`src/rtl/ctrl_pipe_pkg.sv`:
```
// ctrl_pipe_pkg: shared widths, control-word field positions and stage
// subset extraction helpers for the control pipeline.
//   ID/EX word : {alu_op[1:0], reg_dst, branch, mem_read, mem_2_reg,
//                 mem_write, alu_src, reg_write, jump}   (bit 9 .. bit 0)
//   EX/MEM word: {branch, mem_read, mem_2_reg, mem_write, reg_write, jump}
//   MEM/WB word: {mem_2_reg, reg_write}
package ctrl_pipe_pkg;

  localparam int unsigned CTRL_W     = 10;
  localparam int unsigned MEM_CTRL_W = 6;
  localparam int unsigned WB_CTRL_W  = 2;

  // Field positions in the full decoder control word
  localparam int unsigned BIT_JUMP      = 0;
  localparam int unsigned BIT_REG_WRITE = 1;
  localparam int unsigned BIT_ALU_SRC   = 2;
  localparam int unsigned BIT_MEM_WRITE = 3;
  localparam int unsigned BIT_MEM_2_REG = 4;
  localparam int unsigned BIT_MEM_READ  = 5;
  localparam int unsigned BIT_BRANCH    = 6;
  localparam int unsigned BIT_REG_DST   = 7;
  localparam int unsigned BIT_ALU_OP_LO = 8;
  localparam int unsigned BIT_ALU_OP_HI = 9;

  // Field positions in the EX/MEM control word
  localparam int unsigned MEM_BIT_JUMP      = 0;
  localparam int unsigned MEM_BIT_REG_WRITE = 1;
  localparam int unsigned MEM_BIT_MEM_WRITE = 2;
  localparam int unsigned MEM_BIT_MEM_2_REG = 3;
  localparam int unsigned MEM_BIT_MEM_READ  = 4;
  localparam int unsigned MEM_BIT_BRANCH    = 5;

  // Field positions in the MEM/WB control word
  localparam int unsigned WB_BIT_REG_WRITE = 0;
  localparam int unsigned WB_BIT_MEM_2_REG = 1;

  // Bubble: every control bit cleared, including alu_op
  localparam logic [CTRL_W-1:0] CTRL_NOP = '0;

  // ID/EX word -> EX/MEM word, pure bit selection
  function automatic logic [MEM_CTRL_W-1:0] id_to_mem(input logic [CTRL_W-1:0] c);
    return {c[BIT_BRANCH], c[BIT_MEM_READ], c[BIT_MEM_2_REG],
            c[BIT_MEM_WRITE], c[BIT_REG_WRITE], c[BIT_JUMP]};
  endfunction

  // EX/MEM word -> MEM/WB word, pure bit selection
  function automatic logic [WB_CTRL_W-1:0] mem_to_wb(input logic [MEM_CTRL_W-1:0] c);
    return {c[MEM_BIT_MEM_2_REG], c[MEM_BIT_REG_WRITE]};
  endfunction

endpackage

```
`src/rtl/pipe_reg.sv`:
```
// pipe_reg: one pipeline stage register.
//   clk, arst_n : clock, asynchronous active-low reset (clears to zero)
//   en          : capture enable; 0 holds the current contents
//   clr         : synchronous clear when enabled (loads a bubble)
//   d / q       : stage payload in / out
module pipe_reg #(
  parameter int unsigned W = 8
) (
  input  logic         clk,
  input  logic         arst_n,
  input  logic         en,
  input  logic         clr,
  input  logic [W-1:0] d,
  output logic [W-1:0] q
);

  logic [W-1:0] q_q;
  logic [W-1:0] q_d;

  // Next value: hold unless enabled, clear takes priority over load
  always_comb begin
    q_d = q_q;
    if (en) begin
      q_d = clr ? '0 : d;
    end
  end

  always_ff @(posedge clk or negedge arst_n) begin
    if (!arst_n) begin
      q_q <= '0;
    end else begin
      q_q <= q_d;
    end
  end

  assign q = q_q;

endmodule

```
`src/rtl/ctrl_pipeline.sv`:
```
// ctrl_pipeline: control-path ID/EX, EX/MEM and MEM/WB registers with
// load-use hazard detection, bubble insertion, branch/jump flush and a
// saturating load-use bubble counter.
//   clk, arst_n         : clock, asynchronous active-low reset
//   enable              : global advance; 0 freezes all state
//   flush               : taken branch/jump in MEM, squashes ID/EX and EX/MEM
//   id_ctrl, id_rs1/rs2/rd : instruction currently in ID
//   ex_*, mem_*, wb_*   : registered stage control words and destinations
//   load_use_stall      : combinational; upstream holds PC and IF/ID
//   bubble_cnt          : load-use bubbles inserted since reset
module ctrl_pipeline
  import ctrl_pipe_pkg::*;
#(
  parameter int unsigned REG_ADDR_W = 5,
  parameter int unsigned CNT_W      = 32
) (
  input  logic                  clk,
  input  logic                  arst_n,
  input  logic                  enable,
  input  logic                  flush,
  input  logic [CTRL_W-1:0]     id_ctrl,
  input  logic [REG_ADDR_W-1:0] id_rs1,
  input  logic [REG_ADDR_W-1:0] id_rs2,
  input  logic [REG_ADDR_W-1:0] id_rd,
  output logic [CTRL_W-1:0]     ex_ctrl,
  output logic [REG_ADDR_W-1:0] ex_rd,
  output logic [MEM_CTRL_W-1:0] mem_ctrl,
  output logic [REG_ADDR_W-1:0] mem_rd,
  output logic [WB_CTRL_W-1:0]  wb_ctrl,
  output logic [REG_ADDR_W-1:0] wb_rd,
  output logic                  load_use_stall,
  output logic [CNT_W-1:0]      bubble_cnt
);

  localparam int unsigned IDEX_W  = CTRL_W + REG_ADDR_W;
  localparam int unsigned EXMEM_W = MEM_CTRL_W + REG_ADDR_W;
  localparam int unsigned MEMWB_W = WB_CTRL_W + REG_ADDR_W;

  logic                  hazard_raw;
  logic [IDEX_W-1:0]     idex_q;
  logic [EXMEM_W-1:0]    exmem_q;
  logic [MEMWB_W-1:0]    memwb_q;
  logic [CNT_W-1:0]      cnt_q;
  logic [CNT_W-1:0]      cnt_d;

  // Load in EX whose destination feeds the instruction in ID; x0 never hazards
  assign hazard_raw = ex_ctrl[BIT_MEM_READ]
                    & (ex_rd != '0)
                    & ((ex_rd == id_rs1) | (ex_rd == id_rs2));

  // A flush kills the dependent instruction, so no stall is needed
  assign load_use_stall = hazard_raw & ~flush;

  // ID/EX: bubble on flush or load-use, otherwise capture from decode
  pipe_reg #(.W(IDEX_W)) u_idex (
    .clk    (clk),
    .arst_n (arst_n),
    .en     (enable),
    .clr    (flush | hazard_raw),
    .d      ({id_ctrl, id_rd}),
    .q      (idex_q)
  );

  // EX/MEM: bubble on flush; on load-use the load still advances
  pipe_reg #(.W(EXMEM_W)) u_exmem (
    .clk    (clk),
    .arst_n (arst_n),
    .en     (enable),
    .clr    (flush),
    .d      ({id_to_mem(ex_ctrl), ex_rd}),
    .q      (exmem_q)
  );

  // MEM/WB: the branch in MEM itself always completes
  pipe_reg #(.W(MEMWB_W)) u_memwb (
    .clk    (clk),
    .arst_n (arst_n),
    .en     (enable),
    .clr    (1'b0),
    .d      ({mem_to_wb(mem_ctrl), mem_rd}),
    .q      (memwb_q)
  );

  assign {ex_ctrl, ex_rd}   = idex_q;
  assign {mem_ctrl, mem_rd} = exmem_q;
  assign {wb_ctrl, wb_rd}   = memwb_q;

  // Bubble counter: counts only bubbles actually inserted, saturates at all-ones
  always_comb begin
    cnt_d = cnt_q;
    if (enable && !flush && hazard_raw && (cnt_q != '1)) begin
      cnt_d = cnt_q + CNT_W'(1);
    end
  end

  always_ff @(posedge clk or negedge arst_n) begin
    if (!arst_n) begin
      cnt_q <= '0;
    end else begin
      cnt_q <= cnt_d;
    end
  end

  assign bubble_cnt = cnt_q;

endmodule

```
`config.mk`:
```
export PLATFORM = sky130hd
export DESIGN_NAME = ctrl_pipeline
export DESIGN_NICKNAME = d
export VERILOG_FILES = /design/src/rtl/ctrl_pipe_pkg.sv /design/src/rtl/pipe_reg.sv /design/src/rtl/ctrl_pipeline.sv
export SDC_FILE = /design/constraint.sdc
export NUM_CORES = 1
export LEC_CHECK = 0
export ABC_AREA = 1
export CORE_MARGIN = 2
export CORE_UTILIZATION = 45
export DETAILED_ROUTE_END_ITERATION = 8
export GPL_TIMING_DRIVEN = 0
export HOLD_SLACK_MARGIN = 0.08
export PLACE_DENSITY = 0.8
export REMOVE_ABC_BUFFERS = 1
export SLEW_MARGIN = 0
export SYNTH_ARGS = -nofsm -noshare
export SYNTH_HDL_FRONTEND = slang
export SYNTH_HIERARCHICAL = 1
export SYNTH_SLANG_ARGS = --single-unit
```
`constraint.sdc`:
```
create_clock -name clk -period 1.5 [get_ports clk]
set_input_delay 0.15 -clock clk [delete_from_list [all_inputs] [get_ports clk]]
set_output_delay 0.15 -clock clk [all_outputs]
set_load 0.1 [all_outputs]
```
==> impl_metrics.tcl, run 1 <==
set metrics [dict create \
    ys_seq_elements 65 \
    fin_ws_ns -0.256 \
    antenna_left 0 \
    rsz0062_at_grt "yes" \
    yosysUniqueCellTypes 26 \
    wl_um 11100 \
    diodes 0 \
    dieArea_um2 9200 \
    core_um2 8220 \
    drt_pass1_iterations 5 \
    yosysWarnings 6 \
    hold_violations 0 \
    drt_first_iter_violations 175 \
    place.gp.congestion 0.865 \
    tightest_slew_ns 0.847 \
    register_area_um2 1640 \
    port_buffers 94 \
    cp-start-kind "register" \
    cts_max_level 3 \
    die_y_um 95.9 \
    status "complete, but fails checks" \
    grt.met1_usage_pct 28.9 \
    via_count 3864 \
    cp_cell_sequence "inv_2, nand2_1, nand2_1, nor2_2, nand3_2, nand2_4, nand3_4, inv_2, buf_12" \
    seq_power_share_pct 40.2 \
    violations "setup timing" \
    grt_first_pass_wirelength_um 16700 \
    hp-class "input port to register" \
    root_buffer "clkbuf_8" \
    p_per_area_nw_per_um2 884 \
    drc_errors 0 \
    fin_crit_sh_pct 117 \
    row_count 33 \
    slew_headroom_pct 43.6 \
    area_delta_synth_final_pct 39.9 \
    fmaxAchievable_ghz 0.569 \
    syn-mean-instance-area_um2 7.41 \
    cap_violations 0 \
    grt-ovfl-total 0 \
    holdWs_ns 0.355 \
    multiInputGateArea_um2 2090 \
    cts_buffers 9 \
    top_usage_layer "met2" \
    vias_per_cell 5.18 \
    p_leak_uw 0.00272 \
    insertion_delay_ns 0.35 \
    critPathMaxStageDelay_ns 0.42 \
    netlist_instances 513 \
    cts_tree "built" \
    crit_slowest_cell "dfrtp_2" \
    antenna_found_initial 0 \
    crit_arrival_ns 1.61 \
    dp_hpwl_um 6460 \
    finalSetupViolations 48 \
    finalMaxSlewViolations 0 \
    start_util_pct 46.3 \
    p_int_uw 3060 \
    grtUsageMet2_pct 38.6 \
    clock_skew_ns 0.00984 \
    post_drt_wl_per_cell_um 14.9 \
    path_clk_slew_ns 0.08 \
    met3_usage_pct 5.95 \
    power_frac_clock_pct 37.0 \
    grt_start_max_net_pins 66 \
    io_pins 95 \
    path_max_fanout 5 \
    die_x_um 95.9 \
    nFillCells 690 \
    fin_setup_tns_ns -10.14 \
    ys_seq_area_share_pct 42.8 \
    syn_area_um2 3800 \
    drive_above_1_share_pct 33.9 \
    cts_sinks 65 \
    nets 666 \
    critPathRequiredTime_ns 1.35 \
    grt_usage_pct 23.5 \
    critical_path_class "register to output pin" \
    grt_pass1_vias 3618 \
    p_switching_uw 1640 \
    end_kind "output pin" \
    period_needed_ns 1.76 \
    power_frac_comb_pct 22.8 \
    irDropWorstVdd_mv 0.643 \
    cts_buffer_depth 2 \
    switching_share_pct 34.9 \
]
per-layer routing:
layer	part of all wire (%)	up-vias
met1	39	1793
met3	8.8	44
met5	0	-
li1	-	1828
met4	4.1	0
met2	48	199
power groups by stage:
stage | logic [µW] | registers [µW] | clock network, µW
3_3_place_gp | 938 | 1930 | 0
2_1_floorplan | 152 | 2400 | 0
3_5_place_dp | 945 | 1930 | 0
4_1_cts | 985 | 1890 | 1770
6_report | 1070 | 1890 | 1740
5_1_grt | 1120 | 1900 | 1850
sequential cells by signal, summed over array words and instances (netlist names):
signal,flops
bubble_cnt,32
u_idex/q,15
u_exmem/q,11
u_memwb/q,7
cell usage in the layout (no fill, tap or decap), types with 14 or more instances in the layout:
cell             count
buf_2               38
buf_4               21
clkdlybuf4s15_2     19
clkdlybuf4s50_1     26
dfrtp_1             55
inv_1               35
nand2_1            209
nand2_2             46
nand3_1             31
nand3_2             14
nor2_1              25
timing repair:
item                                    4_1_cts  5_1_grt
hold endpoints to repair                     65        0
cloned                                        2        4
hold buffers                                  1        0
pin swaps                                     8       16
endpoints found under the setup margin      131       65
buffers inserted                             16        9
gates resized for setup                     293       81
Yosys cell counts (all sizes together):
| cell type | instances | share of area, % |
|---|---|---|
| nand2 | 257 | 27 |
| dfrtp | 65 | 43 |
| nand3 | 48 | 7.0 |
| inv | 45 | 4.6 |
| nor2 | 39 | 4.9 |
| buf | 14 | 4.3 |
| xnor2 | 13 | 3.0 |
| xor2 | 10 | 2.3 |
| nor3 | 6 | 0.79 |
| nand3b | 5 | 0.99 |
| nand4 | 4 | 1.1 |
| o21ai | 4 | 0.53 |
| and2 | 1 | 0.16 |
| conb | 1 | 0.099 |
| ha | 1 | 0.33 |
worst max-delay path, delay by kind of cell, from the launching register on:
kind | cells | cell delay [ns]
simple gates | 6 | 0.52
flops | 1 | 0.42
buf+inv | 3 | 0.31
metrics by stage:
stage / util [%] / instances / area (µm²) / total power (µW) / setup slack, ns
finish: 64.7 / 746 / 5320 / 4700 / -0.256
global route: 64.7 / 746 / 5320 / 4870 / -0.351
CTS: 61.7 / 733 / 5070 / 4640 / -0.262
detailed placement: 57.3 / 698 / 4710 / 2870 / -1.25
global placement: 57.3 / 698 / 4710 / 2860 / -1.84
floorplan: - / 499 / 3640 / 2550 / -0.902
logic make-up (layout without fill, tap and decap cells):
logic type	count (synthesis)	after routing	share of synthesized area, %
fa+ha+maj	1	1	0.329
buf+inv	59	183	8.85
other cells	1	1	0.0987
xor+xnor	23	23	5.30
compound gates	4	4	0.526
simple gates	360	364	42.1
flops	65	65	42.8
layout make-up:
class | instances | area share, %
multi-input cells | 393 | 39.4
flip-flops and latches | 65 | 30.8
repair buffers | 122 | 19.7
inverters | 45 | 3.34
well taps | 105 | 2.47
clock buffers | 9 | 2.33
clock inverters | 7 | 1.93
path summary, 6_finish.rpt:
kind	from	end	slack, ns	cells past startpoint
min in group asynchronous	arst_n	bubble_cnt[8]$_DFFE_PN0P_	0.44	2
worst max register to register	u_idex/q[3]$_DFFE_PN0P_	bubble_cnt[24]$_DFFE_PN0P_	-0.24	13
worst min-delay path	id_ctrl[4]	u_idex/q[9]$_DFFE_PN0P_	0.35	3
worst max-delay path	u_idex/q[3]$_DFFE_PN0P_	load_use_stall	-0.26	9
worst min register to register	u_memwb/q[5]$_DFFE_PN0P_	u_memwb/q[5]$_DFFE_PN0P_	0.49	2
max in group asynchronous	arst_n	u_idex/q[3]$_DFFE_PN0P_	0.46	2
Power figures use the tool's default switching activity.
==> run 2: changes to the inputs <==
--- a/config.mk
+++ b/config.mk
@@ -5,13 +5,12 @@
 export SDC_FILE = /design/constraint.sdc
 export NUM_CORES = 1
 export LEC_CHECK = 0
-export ABC_AREA = 1
-export CORE_MARGIN = 2
-export CORE_UTILIZATION = 45
+export CORE_UTILIZATION = 57
 export DETAILED_ROUTE_END_ITERATION = 8
+export DONT_BUFFER_PORTS = 1
 export GPL_TIMING_DRIVEN = 0
 export HOLD_SLACK_MARGIN = 0.08
-export PLACE_DENSITY = 0.8
+export PLACE_DENSITY = 0.78
 export REMOVE_ABC_BUFFERS = 1
 export SLEW_MARGIN = 0
 export SYNTH_ARGS = -nofsm -noshare
==> run 2 against run 1 <==
Against the previous run:
- the run ends with hold timing, setup timing left
- area after synthesis is 13% lower
- hold slack worse by 0.87 ns
- final area is 22% lower
- non-clock buffer count is 95 lower
- sequential share of layout area is 12 points higher
- critical path depth is 1 lower
- critical path type is now register to register
- largest cell class is now registers
- clock skew hardly changed
- count of clock-buffer cells in the layout is 3 higher
- power is 10% lower
==> impl_metrics.tcl, run 2 <==
set metrics [dict create \
    status "complete, but fails checks" \
    violations "hold timing, setup timing" \
    ff2ff_path_depth 8 \
    multiInputGateArea_um2 1710 \
    grt_usage_pct 27.6 \
    grt_first_pass_wirelength_um 12600 \
    irDropWorstVdd_mv 0.664 \
    tightest_slew_ns 0.935 \
    fin_cells 428 \
    grt_start_max_net_pins 69 \
    row_count 27 \
    via_count 2522 \
    drive_above_1_share_pct 36.0 \
    die_x_um 78.0 \
    period_needed_ns 2.33 \
    synth.top_cells.by_count "dfrtp_1, inv_1, nand3b_1, xnor2_1, nand3_1" \
    ys_seq_elements 65 \
    synth_top_area_cell "dfrtp_1" \
    slew_headroom_pct 37.7 \
    dieArea_um2 6080 \
    hold_violations 98 \
    area_delta_synth_final_pct 25.7 \
    dp.cells 385 \
    critPathRequiredTime_ns 1.72 \
    async_reset_ff_share_pct 100 \
    core_um2 5540 \
    hp-class "input port to async pin" \
    yosys.area_share.simple_pct 25.5 \
    nFillCells 356 \
    antenna_left 0 \
    synth_most_common_cell "dfrtp_1" \
    crit_arrival_ns 2.55 \
    grt-ovfl-total 0 \
    start_util_pct 59.4 \
    layout_commonest_cell "inv_1" \
    clock_skew_ns 0.0100 \
    cap_violations 0 \
    synthXorXnorAreaFrac_pct 10.9 \
    antenna_found_initial 0 \
    p_leak_uw 0.00165 \
    synth_top_family_by_area "simple AND/OR/NAND/NOR gates" \
    path_max_fanout 5 \
    ys_top_cells_by_area "dfrtp_1, nand3b_1, xnor2_1, inv_1, xor2_1" \
    dp_hpwl_um 4330 \
    largest_register_ffs 32 \
    synthFlopType "dfrtp_1" \
    syn-mean-instance-area_um2 10.4 \
    place.gp.congestion 0.758 \
    final_cell_mix "inv_1, dfrtp_4, nand3b_1" \
    cts_buffers 9 \
    nets 382 \
    cts_buffer_depth 2 \
    cts_sinks 65 \
    grt_pass1_vias 2498 \
    synthAdderAreaFrac_pct 0.380 \
    register_area_um2 1760 \
    synth_mux_area_share_pct 0.342 \
    syn_area_um2 3290 \
    reg2reg_slack_ns -0.83 \
    ctsHoldBuffers 1 \
    r2r_end "bubble_cnt[30]$_DFFE_PN0P_" \
    synth_edf_count 0 \
    fin_crit_sh_pct 155 \
    drt_pass1_iterations 5 \
    wl_um 8050 \
    fmaxAchievable_ghz 0.430 \
    drt_first_iter_violations 197 \
    synth_compound_area_share_pct 6.69 \
    crit_start "bubble_cnt[1]$_DFFE_PN0P_" \
    cp-start-kind "register" \
    ys_seq_area_share_pct 49.4 \
    path_clk_slew_ns 0.07 \
    yosysUniqueCellTypes 35 \
    drc_errors 0 \
    finalMaxSlewViolations 0 \
    p_per_area_nw_per_um2 1020 \
    cts_tree "built" \
    die_y_um 78.0 \
    synth_top_area_share_pct 49.4 \
    r2r-start "bubble_cnt[1]$_DFFE_PN0P_" \
    holdWs_ns -0.511 \
    yosysWarnings 6 \
    fin_ws_ns -0.825 \
    diodes 0 \
    cts_max_level 3 \
    fin_setup_tns_ns -33.34 \
    rsz0062_at_grt "yes" \
    port_buffers 0 \
    power_uw 4210 \
    netlist_instances 316 \
    io_pins 95 \
    vias_per_cell 5.89 \
    root_buffer "clkbuf_8" \
    end_kind "register" \
    critical_path_class "register to register" \
    finalSetupViolations 48 \
    post_drt_wl_per_cell_um 18.8 \
    insertion_delay_ns 0.35 \
]
==> run 2: cell count changes after synthesis, sizes merged, moves of 5 or more <==
cell    delta
nand2    -244
o21ai     +30
nand3b    +28
nand3     -27
nor2      -24
nand4     +14
xnor2     +14
inv        -9
and3       +5
buf        -5
==> run 2: critical path, cell delays in order (launching register included) <==
cell and delay [ns]:
dfrtp_4 0.65, ha_4 0.22, nand3_4 0.10, nor4_4 0.36, nand2_2 0.11, nor4_4 0.31, buf_6 0.18, nand4_1 0.13
xnor2_1 0.16
==> run 2: timing repair <==
action / CTS / global route
setup endpoints to repair: 79 / 48
hold endpoints to repair: 104 / 98
setup buffers: 15 / 10
cloned: 2 / 0
pin swaps: 21 / 28
gates resized for setup: 95 / 30
==> run 2: metrics by stage <==
step	setup slack (ns)	area [µm²]	util (%)	hold WS (ns)
6_report	-0.825	4140	74.7	-0.511
5_1_grt	-0.916	4140	74.7	-0.532
4_1_cts	-0.760	3940	71.1	-0.514
3_5_place_dp	-1.64	3350	60.5	-0.144
2_1_floorplan	-2.27	3230	-	-0.146
3_3_place_gp	-2.52	3320	59.9	-0.144
==> run 2: cell families (layout without fill, tap and decap cells) <==
group	after synthesis	in the layout
XOR/XNOR	41	41
AO/OA/AOI/OAI	35	35
flip-flops	65	65
buffers and inverters	46	78
adder cells (fa/ha/maj)	1	1
other	1	7
AND/OR/NAND/NOR	126	128
multiplexers	1	1
==> run 2: power by group <==
part	switching (µW)	total (µW)	leakage [µW]	internal [µW]
Sequential	632	2460	0.000815	1830
Combinational	120	243	0.000736	123
Clock	660	1500	0.000102	844
Total	1410	4210	0.00165	2790
==> run 2: worst max path at each step <==
stage / endpoint
after CTS: load_use_stall
final: bubble_cnt[30]$_DFFE_PN0P_
after detailed placement: bubble_cnt[9]$_DFFE_PN0P_
after global placement: load_use_stall
after global routing: bubble_cnt[30]$_DFFE_PN0P_
after floorplan: load_use_stall
==> run 2: cell type report <==
| class | instances | share of cell area [%] |
|---|---|---|
| timing repair buffer | 27 | 6.02 |
| multi-input combinational | 213 | 41.3 |
| clock buffer | 12 | 3.75 |
| inverter | 36 | 3.27 |
| clock inverter | 3 | 0.968 |
| tap | 72 | 2.18 |
| sequential | 65 | 42.5 |
==> run 2: metal layers <==
layer | share of wire, % | wire (µm) | up-vias | track usage (%)
met2 | 49 | 3970 | 137 | 45.7
met3 | 7.5 | 601 | 24 | 8.94
met4 | 2.8 | 228 | 0 | 14.1
met1 | 40 | 3250 | 1210 | 32.1
li1 | - | - | 1151 | -
met5 | 0 | 0 | - | 0
